$ cat config.mk
export PLATFORM = sky130hd
export DESIGN_NAME = cnn_max_pool_flat
export DESIGN_NICKNAME = d
export VERILOG_FILES = /design/src/rtl/cnn_pkg.sv /design/src/rtl/cnn_mem_intf.sv /design/src/rtl/cnn_max3_s8.sv /design/src/rtl/cnn_max_pool.sv /design/src/flat_wrapper.sv
export SDC_FILE = /design/constraint.sdc
export NUM_CORES = 1
export LEC_CHECK = 0
export BUFFER_PORTS_ARGS = -buffer_cell sky130_fd_sc_hd__buf_4
export CAP_MARGIN = 20
export CORE_ASPECT_RATIO = 0.9
export CORE_UTILIZATION = 28
export CTS_CLUSTER_DIAMETER = 80
export CTS_CLUSTER_SIZE = 30
export DETAILED_ROUTE_END_ITERATION = 8
export GPL_TIMING_DRIVEN = 0
export PLACE_DENSITY = 0.38
export SYNTH_ARGS = -nofsm -noshare
export SYNTH_HDL_FRONTEND = slang
export SYNTH_HIERARCHICAL = 1
export SYNTH_SLANG_ARGS = --single-unit
export TNS_END_PERCENT = 100
$ cat constraint.sdc
create_clock -name clk -period 13.47 [get_ports clk]
set_input_delay 2.694 -clock clk [delete_from_list [all_inputs] [get_ports clk]]
set_output_delay 2.694 -clock clk [all_outputs]
set_load 0.05 [all_outputs]
$ cat src/rtl/cnn_pkg.sv
// Definitions shared by the CNN convolution engine and its downstream stages:
// pool FSM state encoding and the memory write word size.
package cnn_pkg;

    localparam int BYTES_TO_WRITE = 4;

    typedef enum logic [2:0] {
        POOL_IDLE  = 3'd0,
        POOL_RUN   = 3'd1,
        POOL_WRITE = 3'd2,
        POOL_DONE  = 3'd3
    } pool_state_e;

endpackage

$ cat src/rtl/cnn_mem_intf.sv
// Shared memory write client interface. A request is held until mem_ack is
// sampled high on a clock edge with mem_req high; that edge completes the write.
interface cnn_mem_intf #(
    parameter int ADDR_WIDTH = 19
) ();
    logic                  mem_req;
    logic [ADDR_WIDTH-1:0] mem_start_addr;
    logic [2:0]            mem_size_bytes;
    logic [31:0]           mem_data;
    logic                  last;
    logic                  mem_last_valid;
    logic                  mem_ack;

    modport client_write (
        output mem_req, mem_start_addr, mem_size_bytes, mem_data, last, mem_last_valid,
        input  mem_ack
    );
endinterface

$ cat src/rtl/cnn_max3_s8.sv
// Combinational signed 8-bit maximum of three operands.
module cnn_max3_s8 (
    input  logic signed [7:0] a,
    input  logic signed [7:0] b,
    input  logic signed [7:0] c,
    output logic signed [7:0] y
);
    logic signed [7:0] ab;

    always_comb begin
        ab = (a > b) ? a : b;
        y  = (ab > c) ? ab : c;
    end
endmodule

$ cat src/rtl/cnn_max_pool.sv
// 2x2 stride-2 signed max-pool over a row-major byte stream, packing pooled
// bytes little-endian into 32-bit memory writes. Input handshake: a byte
// transfers on a rising edge where in_valid && in_ready are both high.
module cnn_max_pool
    import cnn_pkg::*;
#(
    parameter int ADDR_WIDTH    = 19,
    parameter int MAX_COLS      = 128,
    parameter int LOG2_MAX_COLS = $clog2(MAX_COLS)
) (
    input  logic                    clk,
    input  logic                    rst_n,
    input  logic [ADDR_WIDTH-1:0]   sw_pool_addr_z,
    input  logic [LOG2_MAX_COLS:0]  sw_pool_n,
    input  logic [LOG2_MAX_COLS:0]  sw_pool_m,
    input  logic                    sw_pool_go,
    output logic                    pool_sw_busy_ind,
    output logic                    sw_pool_done,
    input  logic                    in_valid,
    input  logic [7:0]              in_data,
    output logic                    in_ready,
    output pool_state_e             dbg_state,
    cnn_mem_intf.client_write       mem_intf_write
);
    localparam int CW = LOG2_MAX_COLS + 1;
    localparam logic [CW-1:0]         ONE       = CW'(1);
    localparam logic [ADDR_WIDTH-1:0] ADDR_STEP = ADDR_WIDTH'(BYTES_TO_WRITE);
    localparam logic [2:0]            LAST_LANE = 3'(BYTES_TO_WRITE - 1);
    localparam logic signed [7:0]     S8_MIN    = 8'sh80;

    pool_state_e           state;
    logic                  busy_r, done_r, in_ready_r, mem_req_r, last_r;
    logic [ADDR_WIDTH-1:0] addr_r;
    logic [2:0]            size_r, byte_cnt;
    logic [31:0]           data_r;
    logic [CW-1:0]         col, row, n_reg, m_reg, n_even, m_even;
    logic signed [7:0]     pair_reg, pool_out, third;
    logic                  pend_final;
    logic [7:0]            line_buf [MAX_COLS/2];

    logic accept, col_last, in_last, keep, pool_en, pool_final, go_write;

    assign n_even     = {n_reg[CW-1:1], 1'b0};
    assign m_even     = {m_reg[CW-1:1], 1'b0};
    assign accept     = in_valid && in_ready_r;
    assign col_last   = (col == n_reg - ONE);
    assign in_last    = col_last && (row == m_reg - ONE);
    // Odd trailing column/row fall outside the even-sized region and are dropped.
    assign keep       = (col < n_even) && (row < m_even);
    assign pool_en    = accept && keep && col[0] && row[0];
    assign pool_final = pool_en && (col == n_even - ONE) && (row == m_even - ONE);
    // The final write waits until the last (possibly discarded) input byte is in.
    assign go_write   = (pool_en && (byte_cnt == LAST_LANE) && !pool_final)
                     || ((pool_final || pend_final) && accept && in_last);

    assign third = row[0] ? $signed(line_buf[col[CW-2:1]]) : S8_MIN;

    cnn_max3_s8 u_max3 (
        .a (pair_reg),
        .b ($signed(in_data)),
        .c (third),
        .y (pool_out)
    );

    always_ff @(posedge clk) begin
        if (accept && keep && col[0] && !row[0])
            line_buf[col[CW-2:1]] <= pool_out;
    end

    always_ff @(posedge clk or negedge rst_n) begin
        if (!rst_n) begin
            state      <= POOL_IDLE;
            busy_r     <= 1'b0;
            done_r     <= 1'b0;
            in_ready_r <= 1'b0;
            mem_req_r  <= 1'b0;
            last_r     <= 1'b0;
            addr_r     <= '0;
            size_r     <= '0;
            data_r     <= '0;
            byte_cnt   <= '0;
            col        <= '0;
            row        <= '0;
            n_reg      <= '0;
            m_reg      <= '0;
            pair_reg   <= '0;
            pend_final <= 1'b0;
        end else begin
            case (state)
                POOL_IDLE: begin
                    done_r <= 1'b0;
                    if (sw_pool_go) begin
                        state      <= POOL_RUN;
                        busy_r     <= 1'b1;
                        in_ready_r <= 1'b1;
                        addr_r     <= sw_pool_addr_z;
                        n_reg      <= sw_pool_n;
                        m_reg      <= sw_pool_m;
                        col        <= '0;
                        row        <= '0;
                        byte_cnt   <= '0;
                        data_r     <= '0;
                        last_r     <= 1'b0;
                        pend_final <= 1'b0;
                    end
                end
                POOL_RUN: begin
                    if (accept) begin
                        if (col_last) begin
                            col <= '0;
                            row <= row + ONE;
                        end else begin
                            col <= col + ONE;
                        end
                        if (!col[0])
                            pair_reg <= $signed(in_data);
                        if (pool_en) begin
                            data_r[{byte_cnt[1:0], 3'b000} +: 8] <= pool_out;
                            byte_cnt <= byte_cnt + 3'd1;
                            size_r   <= byte_cnt + 3'd1;
                        end
                        if (pool_final && !in_last)
                            pend_final <= 1'b1;
                        if (go_write) begin
                            state      <= POOL_WRITE;
                            in_ready_r <= 1'b0;
                            mem_req_r  <= 1'b1;
                            last_r     <= pool_final || pend_final;
                        end
                    end
                end
                POOL_WRITE: begin
                    if (mem_intf_write.mem_ack) begin
                        mem_req_r <= 1'b0;
                        addr_r    <= addr_r + ADDR_STEP;
                        byte_cnt  <= '0;
                        data_r    <= '0;
                        last_r    <= 1'b0;
                        if (last_r) begin
                            state  <= POOL_DONE;
                            busy_r <= 1'b0;
                            done_r <= 1'b1;
                        end else begin
                            state      <= POOL_RUN;
                            in_ready_r <= 1'b1;
                        end
                    end
                end
                POOL_DONE: begin
                    done_r <= 1'b0;
                    state  <= POOL_IDLE;
                end
                default: state <= POOL_IDLE;
            endcase
        end
    end

    assign pool_sw_busy_ind              = busy_r;
    assign sw_pool_done                  = done_r;
    assign in_ready                      = in_ready_r;
    assign dbg_state                     = state;
    assign mem_intf_write.mem_req        = mem_req_r;
    assign mem_intf_write.mem_start_addr = addr_r;
    assign mem_intf_write.mem_size_bytes = size_r;
    assign mem_intf_write.mem_data       = data_r;
    assign mem_intf_write.last           = last_r;
    assign mem_intf_write.mem_last_valid = last_r;
endmodule

$ cat src/flat_wrapper.sv
// flat-port wrapper written by rule: the top's interface ports become plain ports
module cnn_max_pool_flat import cnn_pkg::*;
#(
    parameter int ADDR_WIDTH    = 19,
    parameter int MAX_COLS      = 128,
    parameter int LOG2_MAX_COLS = $clog2(MAX_COLS)
)
  (clk, rst_n, sw_pool_addr_z, sw_pool_n, sw_pool_m, sw_pool_go, pool_sw_busy_ind, sw_pool_done, in_valid, in_data, in_ready, dbg_state, mem_intf_write_mem_req, mem_intf_write_mem_start_addr, mem_intf_write_mem_size_bytes, mem_intf_write_mem_data, mem_intf_write_last, mem_intf_write_mem_last_valid, mem_intf_write_mem_ack);
  cnn_mem_intf #(.ADDR_WIDTH(ADDR_WIDTH)) mem_intf_write_i ();
  input  logic clk;
  input  logic rst_n;
  input  logic [ADDR_WIDTH-1:0] sw_pool_addr_z;
  input  logic [LOG2_MAX_COLS:0] sw_pool_n;
  input  logic [LOG2_MAX_COLS:0] sw_pool_m;
  input  logic sw_pool_go;
  output logic pool_sw_busy_ind;
  output logic sw_pool_done;
  input  logic in_valid;
  input  logic [7:0] in_data;
  output logic in_ready;
  output pool_state_e dbg_state;
  output wire logic [$bits(mem_intf_write_i.mem_req)-1:0] mem_intf_write_mem_req;
  output wire logic [$bits(mem_intf_write_i.mem_start_addr)-1:0] mem_intf_write_mem_start_addr;
  output wire logic [$bits(mem_intf_write_i.mem_size_bytes)-1:0] mem_intf_write_mem_size_bytes;
  output wire logic [$bits(mem_intf_write_i.mem_data)-1:0] mem_intf_write_mem_data;
  output wire logic [$bits(mem_intf_write_i.last)-1:0] mem_intf_write_last;
  output wire logic [$bits(mem_intf_write_i.mem_last_valid)-1:0] mem_intf_write_mem_last_valid;
  input wire logic [$bits(mem_intf_write_i.mem_ack)-1:0] mem_intf_write_mem_ack;
  assign mem_intf_write_mem_req = mem_intf_write_i.mem_req;
  assign mem_intf_write_mem_start_addr = mem_intf_write_i.mem_start_addr;
  assign mem_intf_write_mem_size_bytes = mem_intf_write_i.mem_size_bytes;
  assign mem_intf_write_mem_data = mem_intf_write_i.mem_data;
  assign mem_intf_write_last = mem_intf_write_i.last;
  assign mem_intf_write_mem_last_valid = mem_intf_write_i.mem_last_valid;
  assign mem_intf_write_i.mem_ack = mem_intf_write_mem_ack;
  cnn_max_pool #(.ADDR_WIDTH(ADDR_WIDTH), .MAX_COLS(MAX_COLS), .LOG2_MAX_COLS(LOG2_MAX_COLS)) u_core (.clk(clk), .rst_n(rst_n), .sw_pool_addr_z(sw_pool_addr_z), .sw_pool_n(sw_pool_n), .sw_pool_m(sw_pool_m), .sw_pool_go(sw_pool_go), .pool_sw_busy_ind(pool_sw_busy_ind), .sw_pool_done(sw_pool_done), .in_valid(in_valid), .in_data(in_data), .in_ready(in_ready), .dbg_state(dbg_state), .mem_intf_write(mem_intf_write_i));
endmodule
Word level (Yosys, flattened, before mapping). Memory sizes are Yosys's and may differ from the RTL's. Cells that the tools add are included.

Bits in registers: 106. Output and inout port bits: 63. Memories kept: 1. Logic and storage cells: 145. Memory bits (writable): 512.

Shift-type cells: 2. Reduce and logical (&&, ||, !) cells: 40. Muxes and demuxes: 55. Equal/unequal tests: 17. Order comparisons: 4. Bitwise logic cells: 1. Add/sub/neg operators: 9.

Memories: u_core.line_buf (depth 64, bits a word 8, read ports 1, clocked after memory_dff 0, write ports 1, line cnn_max_pool.sv:39) `logic [7:0] line_buf [MAX_COLS/2];`.

Operators by type and width (count): $mux W32 (4); $pmux W32 S3 (1); $mux W8 (8); $mux W19 (2); $pmux W19 S2 (1); $bwmux W32 (1); $eq A8 B8 Y1 (4); $pmux W8 S2 (2); $shift A8 B7 Y32 const A (1); $shiftx A8 B7 Y32 (1); $sub A8 B1 Y8 const B (4); $mux W3 (8); $reduce_and A4 Y1 (5); $add A19 B3 Y19 const B (1); $mux W1 (19); $pmux W3 S3 (2); $add A8 B1 Y8 const B (2); $gt A8 B8 Y1 (2); $lt A8 B8 Y1 (2); $reduce_and A3 Y1 (5); $logic_and A1 B1 Y1 (14); $ne A2 B1 Y1 const B (6); $reduce_and A5 Y1 (2); $eq A3 B2 Y1 const B (3); other kinds (16) (28).

Depth between registers and ports, before layout. Gate-level depths: netlist (run 1).

Word-level depth: 14. Mapped depth: 21. Gate-level depth less buffers: 17.

By module. Netlist (run 1), hierarchy kept.

By module, submodules not included: cnn_max_pool (area an instance 24895.1 um^2, cells an instance 1728, times used 1); cnn_max3_s8 (area an instance 721.9 um^2, cells an instance 99, times used 1).

Least setup slack after synthesis (run 1). Ideal clock, no wire load.

Path kind: input-to-reg. Start point: in in_data[5]. End point: mem u_core.line_buf[0][5], data pin. Stages on the path: 14. Path buffers: 1. Arrival time: 7.224 ns. Setup slack: 5.628 ns. Setup time: 0.618 ns. Data required time: 12.852 ns. Path through: inv_1 ha_1 a21o_1 a2111oi_4 nor2_1 o211ai_1 nand2_1 ha_1 and4_4 a41o_1 a32oi_4 buf_2 nor2_1 a31oi_1.

Word-level cells in the longest chain between the ends: 4.

Ends and longest elaborated chain: start: declaration (line flat_wrapper.sv:19) `input logic [7:0] in_data;`; $gt A8 B8 Y1 (line cnn_max3_s8.sv:11) `ab = (a > b) ? a : b;`; $mux W8 (*) (line cnn_max3_s8.sv:11); $gt A8 B8 Y1 (line cnn_max3_s8.sv:12) `y = (ab > c) ? ab : c;`; $mux W8 (*) (line cnn_max3_s8.sv:12); named net u_core.pool_out[5] (line cnn_max_pool.sv:37) `logic signed [7:0] pair_reg, pool_out, third;`; end: declaration (line cnn_max_pool.sv:39).

The timed path passes the listed nets; every way through them passes the cells marked *.

Final worst setup path (run 1).
Start point: reg u_core.col[3]. End point: mem u_core.line_buf[15][5], data pin.

Word-level cells in the longest chain between the ends: 4.

Ends and longest elaborated chain: start: declaration (line cnn_max_pool.sv:36) `logic [CW-1:0] col, row, n_reg, m_reg, n_even, m_even;`; start signal: assignment (line cnn_max_pool.sv:113) `col <= col + ONE;`; $mem_v2 Z64 W8; $mux W8 (line cnn_max_pool.sv:56) `assign third = row[0] ? $signed(line_buf[col[CW-2:1]]) : S8_MIN;`; named net u_core.third[3] (line cnn_max_pool.sv:37); $gt A8 B8 Y1 (line cnn_max3_s8.sv:12); $mux W8 (line cnn_max3_s8.sv:12); named net u_core.pool_out[5] (line cnn_max_pool.sv:37).

The timed path passes the listed nets, and every way through them passes these cells.

==> results.cfg, run 1 <==
[status]
outcome = finished clean

[power_and_ir_drop]
sw_frac_of_total_pct = 40.68
power_density_nw_per_um2 = 267.0
seqPwrFrac_pct = 40.9
p_sw_mw = 3.276
pwr-share-comb_pct = 43.4
clkPwrFrac_pct = 15.7
leakagePower_nw = 10.00
p_int_mw = 4.777
power.total_mw = 8.053
peakVddDrop_mv = 0.3718

[placed_design]
dp_slack_ns = 5.648
place.port_buffers = 109
globalplace.congestion = 0.8195
dp_hpwl_um = 66040

[synth]
yosysMostFrequentCell = edfxtp_1
postSynth.asyncResetShare_pct = 17.02
yosysTopAreaCell = edfxtp_1
ys_top_cells_by_area = edfxtp_1 (60%), dfrtp_1 (10%), a22oi_1 (4.9%)
syn_avg_cell_area_um2 = 14.02
ys_seq_elements = 617
yosysSeqAreaShare_pct = 70.27
syn_inst = 1827
ys_warn_count = 6
ys_top_cells_by_count = edfxtp_1 (512), a22oi_1 (168), nor2_1 (131)
netlist.area_leader.share_pct = 60.02
synth_nets = 1924
synth_edf_count = 512
ys_types = 75
syn_area_um2 = 25620
synthFlopType = edfxtp_1

[grt]
grt_pass1_vias = 16589
grt_overflow_total = 0
antenna_found_initial = 1
grt_use_total_pct = 20.10
grt_pass1_wl_um = 130600
grt_start_max_net_pins = 82

[worst_setup_path]
required_ns = 13.91
critPathMaxFanout = 32
arrival_ns = 8.37
end_kind = flip-flop
cp-start-kind = flip-flop
criticalPathCategory = flip-flop to flip-flop

[cts]
clock-root-buffer = clkbuf_16
numCtsBuffers = 34
ctsResizeCount = 0
holdBufCountCts = 0
cts_tree = done
cts.clk_slew.worst_paths_ns = 0.10
htreeDepth = 2
clock_sinks = 617
postCtsSetupBuffers = 0
clock_latency_ns = 0.62
clockBufferDepth = 3

[timing]
skew_ns = 0.05068
slew_headroom_pct = 14.93
finalSetupTns_ns = 0
finalCriticalPeriod_ns = 7.926
setup_viol = 0
fin_crit_sh_pct = 58.85
finalHoldViolCount = 0
grt_setup_unrepaired = false
tightest_slew_ns = 1.276
fmax_ghz = 0.1262
maxSlewViolCount = 0
setup_slack_ns = 5.544

[floorplanning]
placementRows = 104
fp.dieW_um = 320.8
die_h_um = 289.0
die-area_um2 = 92710
start_util_pct = 28.45
io_pins = 111
core_area_um2 = 90050

[drt]
wl_met1_um = 42850
routedWlPerCell_um = 28.95
wl_met2_um = 44910
drtIter0Drc = 1593
vias = 17219
antenna_left = 0
routed.top_layer = met4
routed_wirelength_um = 94400
drc_errors = 0
via_per_inst = 5.280
wl_met3_um = 4711
firstDrtPassIters = 5

[cells_and_area]
utilization_pct = 33.50
fin_nets = 2115
area_growth_pct = 17.74
layout-drive-gt1-share_pct = 13.73
largest_reg_flops = 512
fillers = 8921

[worst_hold_path]
hold_class = flip-flop to flip-flop

[flow_run]
max_cap_violations = 0
## worst paths after layout
kind                                                   start                            endpoint  slack [ns]  cells after the start
setup / recovery                               u_core/col[3]              u_core/line_buf[15][5]        5.54                     20
hold / removal             u_core/mem_intf_write.mem_data[6]   u_core/mem_intf_write.mem_data[6]        0.49                      2
setup reg to reg                               u_core/col[3]              u_core/line_buf[15][5]        5.54                     20
hold reg to reg            u_core/mem_intf_write.mem_data[6]   u_core/mem_intf_write.mem_data[6]        0.49                      2
max in group asynchronous                              rst_n  u_core/mem_intf_write.mem_data[14]       10.76                      2
min in group asynchronous                              rst_n                       u_core/col[7]        1.95                      1
## power by group through the flow
stage / Sequential (mW) / Combinational, mW / Clock (mW)
floorplan: 3.61 / 1.40 / 0
global placement: 3.57 / 2.66 / 0
detailed placement: 3.34 / 3.52 / 0
global route: 3.32 / 3.73 / 1.35
finish: 3.30 / 3.50 / 1.26
CTS: 3.30 / 3.52 / 1.30
## metal layers
| metal | vias to the layer above | global-route usage [%] |
|---|---|---|
| li1 | 7547 | - |
| met4 | 0 | 4.607 |
| met1 | 9077 | 28.15 |
| met5 | - | 0 |
| met2 | 499 | 33.19 |
| met3 | 96 | 2.593 |
## placed cells by master, fill, tap and decap left out, types with 24 or more instances in the layout
cell / n
edfxtp_1: 512
a22oi_1: 168
nor2_1: 131
nand2_1: 118
buf_4: 112
dfrtp_1: 105
clkbuf_1: 86
o21ai_0: 77
a21oi_1: 54
ha_1: 49
a22o_1: 46
a221oi_1: 46
inv_1: 44
a31oi_1: 43
nand3_1: 39
clkbuf_16: 35
mux2_2: 25
buf_8: 24
## worst max-delay path, stage by stage, from the launching register on
cell      delay (ns)
dfrtp_1         0.39
clkbuf_1        0.20
clkbuf_1        0.28
nor3_1          0.35
clkbuf_1        0.74
clkbuf_1        0.94
buf_1           0.87
a22oi_1         0.16
a41oi_1         0.52
nor4_1          0.10
a21oi_1         0.45
inv_1           0.09
ha_1            0.32
and4_4          0.15
a41o_1          0.26
a32oi_4         0.27
buf_2           0.45
nor2_1          0.13
a31oi_4         0.56
buf_16          0.25
buf_12          0.21
## kinds of logic after synthesis
logic type	Yosys count	share of synthesized area, %
simple gates	404	7.512
mux	31	1.333
buf+inv	162	2.506
other cells	1	0.01464
flops	617	70.27
fa+ha+maj	49	2.393
compound gates	529	14.80
xor+xnor	34	1.162
## final cells by class
type	count	area (um2)	area share, %
Antenna cell	2	5.005	0.01659
Multi-Input combinational cell	1048	7093	23.52
Inverter	44	165.2	0.5476
Buffer	118	480.5	1.593
Sequential cell	617	18000	59.69
Clock inverter	20	301.5	0.9998
Timing Repair Buffer	155	1692	5.609
Tap cell	1219	1525	5.057
Clock buffer	38	897.1	2.974
## stage by stage
stage | area, um2 | hold WS, ns | cells
floorplan | 25620 | 0.4667 | 1827
CTS | 30120 | 0.4991 | 3256
finish | 30160 | 0.4926 | 3261
detailed placement | 28920 | 0.4767 | 3198
global route | 30160 | 0.5218 | 3259
global placement | 27960 | 0.4704 | 3155
(Power assumes the default switching activity.)
==> inputs of run 2 (changes only) <==
==> constraint.sdc (replaced) <==
create_clock -name clk -period 7.8 [get_ports clk]
set_input_delay 1.56 -clock clk [delete_from_list [all_inputs] [get_ports clk]]
set_output_delay 1.56 -clock clk [all_outputs]
set_load 0.05 [all_outputs]
==> run 2 against run 1 <==
Final area barely moved; die area did not move; register-to-register slack got worse by 5.3 ns; sequential cell count did not move; hold slack barely moved; first-iteration DRC count fell by 2.5%; clock-buffer cell count did not move; sequential power rose by 72%; sequential share of layout area barely moved; clock power rose by 72%; largest cell class unchanged.
==> results.cfg, run 2 (synthesis gave the netlist of run 1 again) <==
[status]
outcome = finished clean

[timing]
fin_crit_sh_pct = 96.26
finalSetupTns_ns = 0
whs_ns = 0.4927
skew_ns = 0.05042
tightest_slew_ns = 1.261
finalCriticalPeriod_ns = 7.508
setup_viol = 0
finalHoldViolCount = 0
maxSlewViolCount = 0
grt_setup_unrepaired = false
slew_headroom_pct = 15.91
fmax_ghz = 0.1332

[cts]
cts_tree = done
postCtsSetupBuffers = 0
cts.clk_slew.worst_paths_ns = 0.11
clock-root-buffer = clkbuf_16
clock_latency_ns = 0.62
clock_sinks = 617
numCtsBuffers = 34
clockBufferDepth = 3
htreeDepth = 2
holdBufCountCts = 0

[drt]
drc_errors = 0
vias = 17205
via_per_inst = 5.281
firstDrtPassIters = 5
routedWlPerCell_um = 28.92
antenna_left = 0
drtIter0Drc = 1553
routed_wirelength_um = 94210

[worst_setup_path]
r2r_start = u_core/col[3]
cp-start-kind = flip-flop
required_ns = 8.24
slowest_delay_ns = 0.95
criticalPathCategory = flip-flop to flip-flop
path_common_cell = clkbuf_1
slowest_stage = clkbuf_1
end_kind = flip-flop
critPathMaxFanout = 32
critical_path.top_delay_family = buffers and inverters
arrival_ns = 7.95
cp_cell_sequence = clkbuf_1, clkbuf_1, nand2_1, nor2_1, clkbuf_1, clkbuf_1, a22oi_1, a41oi_1, nor4_1, a21oi_1, inv_1, ha_1, o31ai_1, a41o_1, a32oi_4, buf_2, nor2_1, a31oi_4, buf_16, buf_12
worstSetupStartpoint = u_core/col[3]
critical_path_buf_inv_count = 8

[cells_and_area]
area_growth_pct = 17.72
mostFrequentLayoutCell = edfxtp_1
antenna_cells = 0
largest_reg_flops = 512
layout-drive-gt1-share_pct = 13.88
fin_nets = 2114
utilization_pct = 33.49
mostFrequentLayoutCells = edfxtp_1 (512), a22oi_1 (168), nor2_1 (131), nand2_1 (118), buf_4 (112)

[worst_hold_path]
hold_start = u_core/mem_intf_write.mem_data[6]
hold_class = flip-flop to flip-flop

[flow_run]
max_cap_violations = 0

[floorplanning]
start_util_pct = 28.45
die-area_um2 = 92710
placementRows = 104
core_area_um2 = 90050
io_pins = 111
die_h_um = 289.0
fp.dieW_um = 320.8

[grt]
grt_start_max_net_pins = 82
grt_overflow_total = 0
grt_pass1_wl_um = 130600
grt_use_total_pct = 20.11
grt_pass1_vias = 16591
antenna_found_initial = 2

[placed_design]
globalplace.congestion = 0.8195
dp_hpwl_um = 66040
place.port_buffers = 109

[power_and_ir_drop]
peakVddDrop_mv = 0.6432
leakagePower_nw = 10.01
power_density_nw_per_um2 = 460.7
run 2: cell types whose count changed in the layout (fill, tap and decap cells not counted), sizes merged:
cell and change:
diode -2, buf -2, clkbuf +1
run 2: power by group:
group          switching, mW  total [mW]  internal [mW]
Clock                   1.26        2.17          0.916
Sequential             0.198        5.69           5.49
Combinational           4.19        6.03           1.84
run 2: stage by stage:
stage,instance area (um2),total power [mW],setup WS (ns),cells
after floorplan,25620,8.652,1.092,1827
after global placement,27960,9.073,-5.303,3155
after detailed placement,28920,11.84,-0.02226,3198
after CTS,30120,14.01,0.2115,3256
after global routing,30160,14.50,0.06663,3258
final,30160,13.89,0.2918,3258
run 2: cell type report:
| class | count | area (um2) |
|---|---|---|
| fillers | 8919 | 59890 |
| flip-flops and latches | 617 | 18000 |
| multi-input cells | 1048 | 7093 |
| repair buffers | 155 | 1692 |
| well taps | 1219 | 1525 |
| clock buffers | 38 | 897.1 |
| plain buffers | 117 | 480.5 |
| clock inverters | 20 | 301.5 |
| inverters | 44 | 165.2 |
run 2: per-layer routing:
| metal | part of all wire (%) | vias up | track usage [%] | wire, um |
|---|---|---|---|---|
| li1 | - | 7542 | - | - |
| met1 | 45 | 9044 | 28.16 | 42790 |
| met2 | 47 | 516 | 33.19 | 44660 |
| met3 | 5.1 | 103 | 2.593 | 4759 |
| met4 | 2.1 | 0 | 4.607 | 2004 |
| met5 | 0 | - | 0 | 0 |
run 2: path summary, 6_finish.rpt:
path,cells after the start,slack [ns],end
min in group asynchronous,1,0.82,u_core/col[7]
worst min register to register,2,0.49,u_core/mem_intf_write.mem_data[6]
worst max-delay path,20,0.29,u_core/line_buf[58][5]
worst max register to register,20,0.29,u_core/line_buf[58][5]
max in group asynchronous,2,6.23,u_core/mem_intf_write.mem_data[14]
worst min-delay path,2,0.49,u_core/mem_intf_write.mem_data[6]
run 2: repair_timing:
item	4_1_cts	5_1_grt
resized for setup	3	1
endpoints found under the setup margin	32	32
pin swaps	0	0
run 2: tightest hold or removal path: stages (launching register included):
cell and delay, ns:
dfrtp_1 0.35, nand2_1 0.04, o21ai_0 0.07
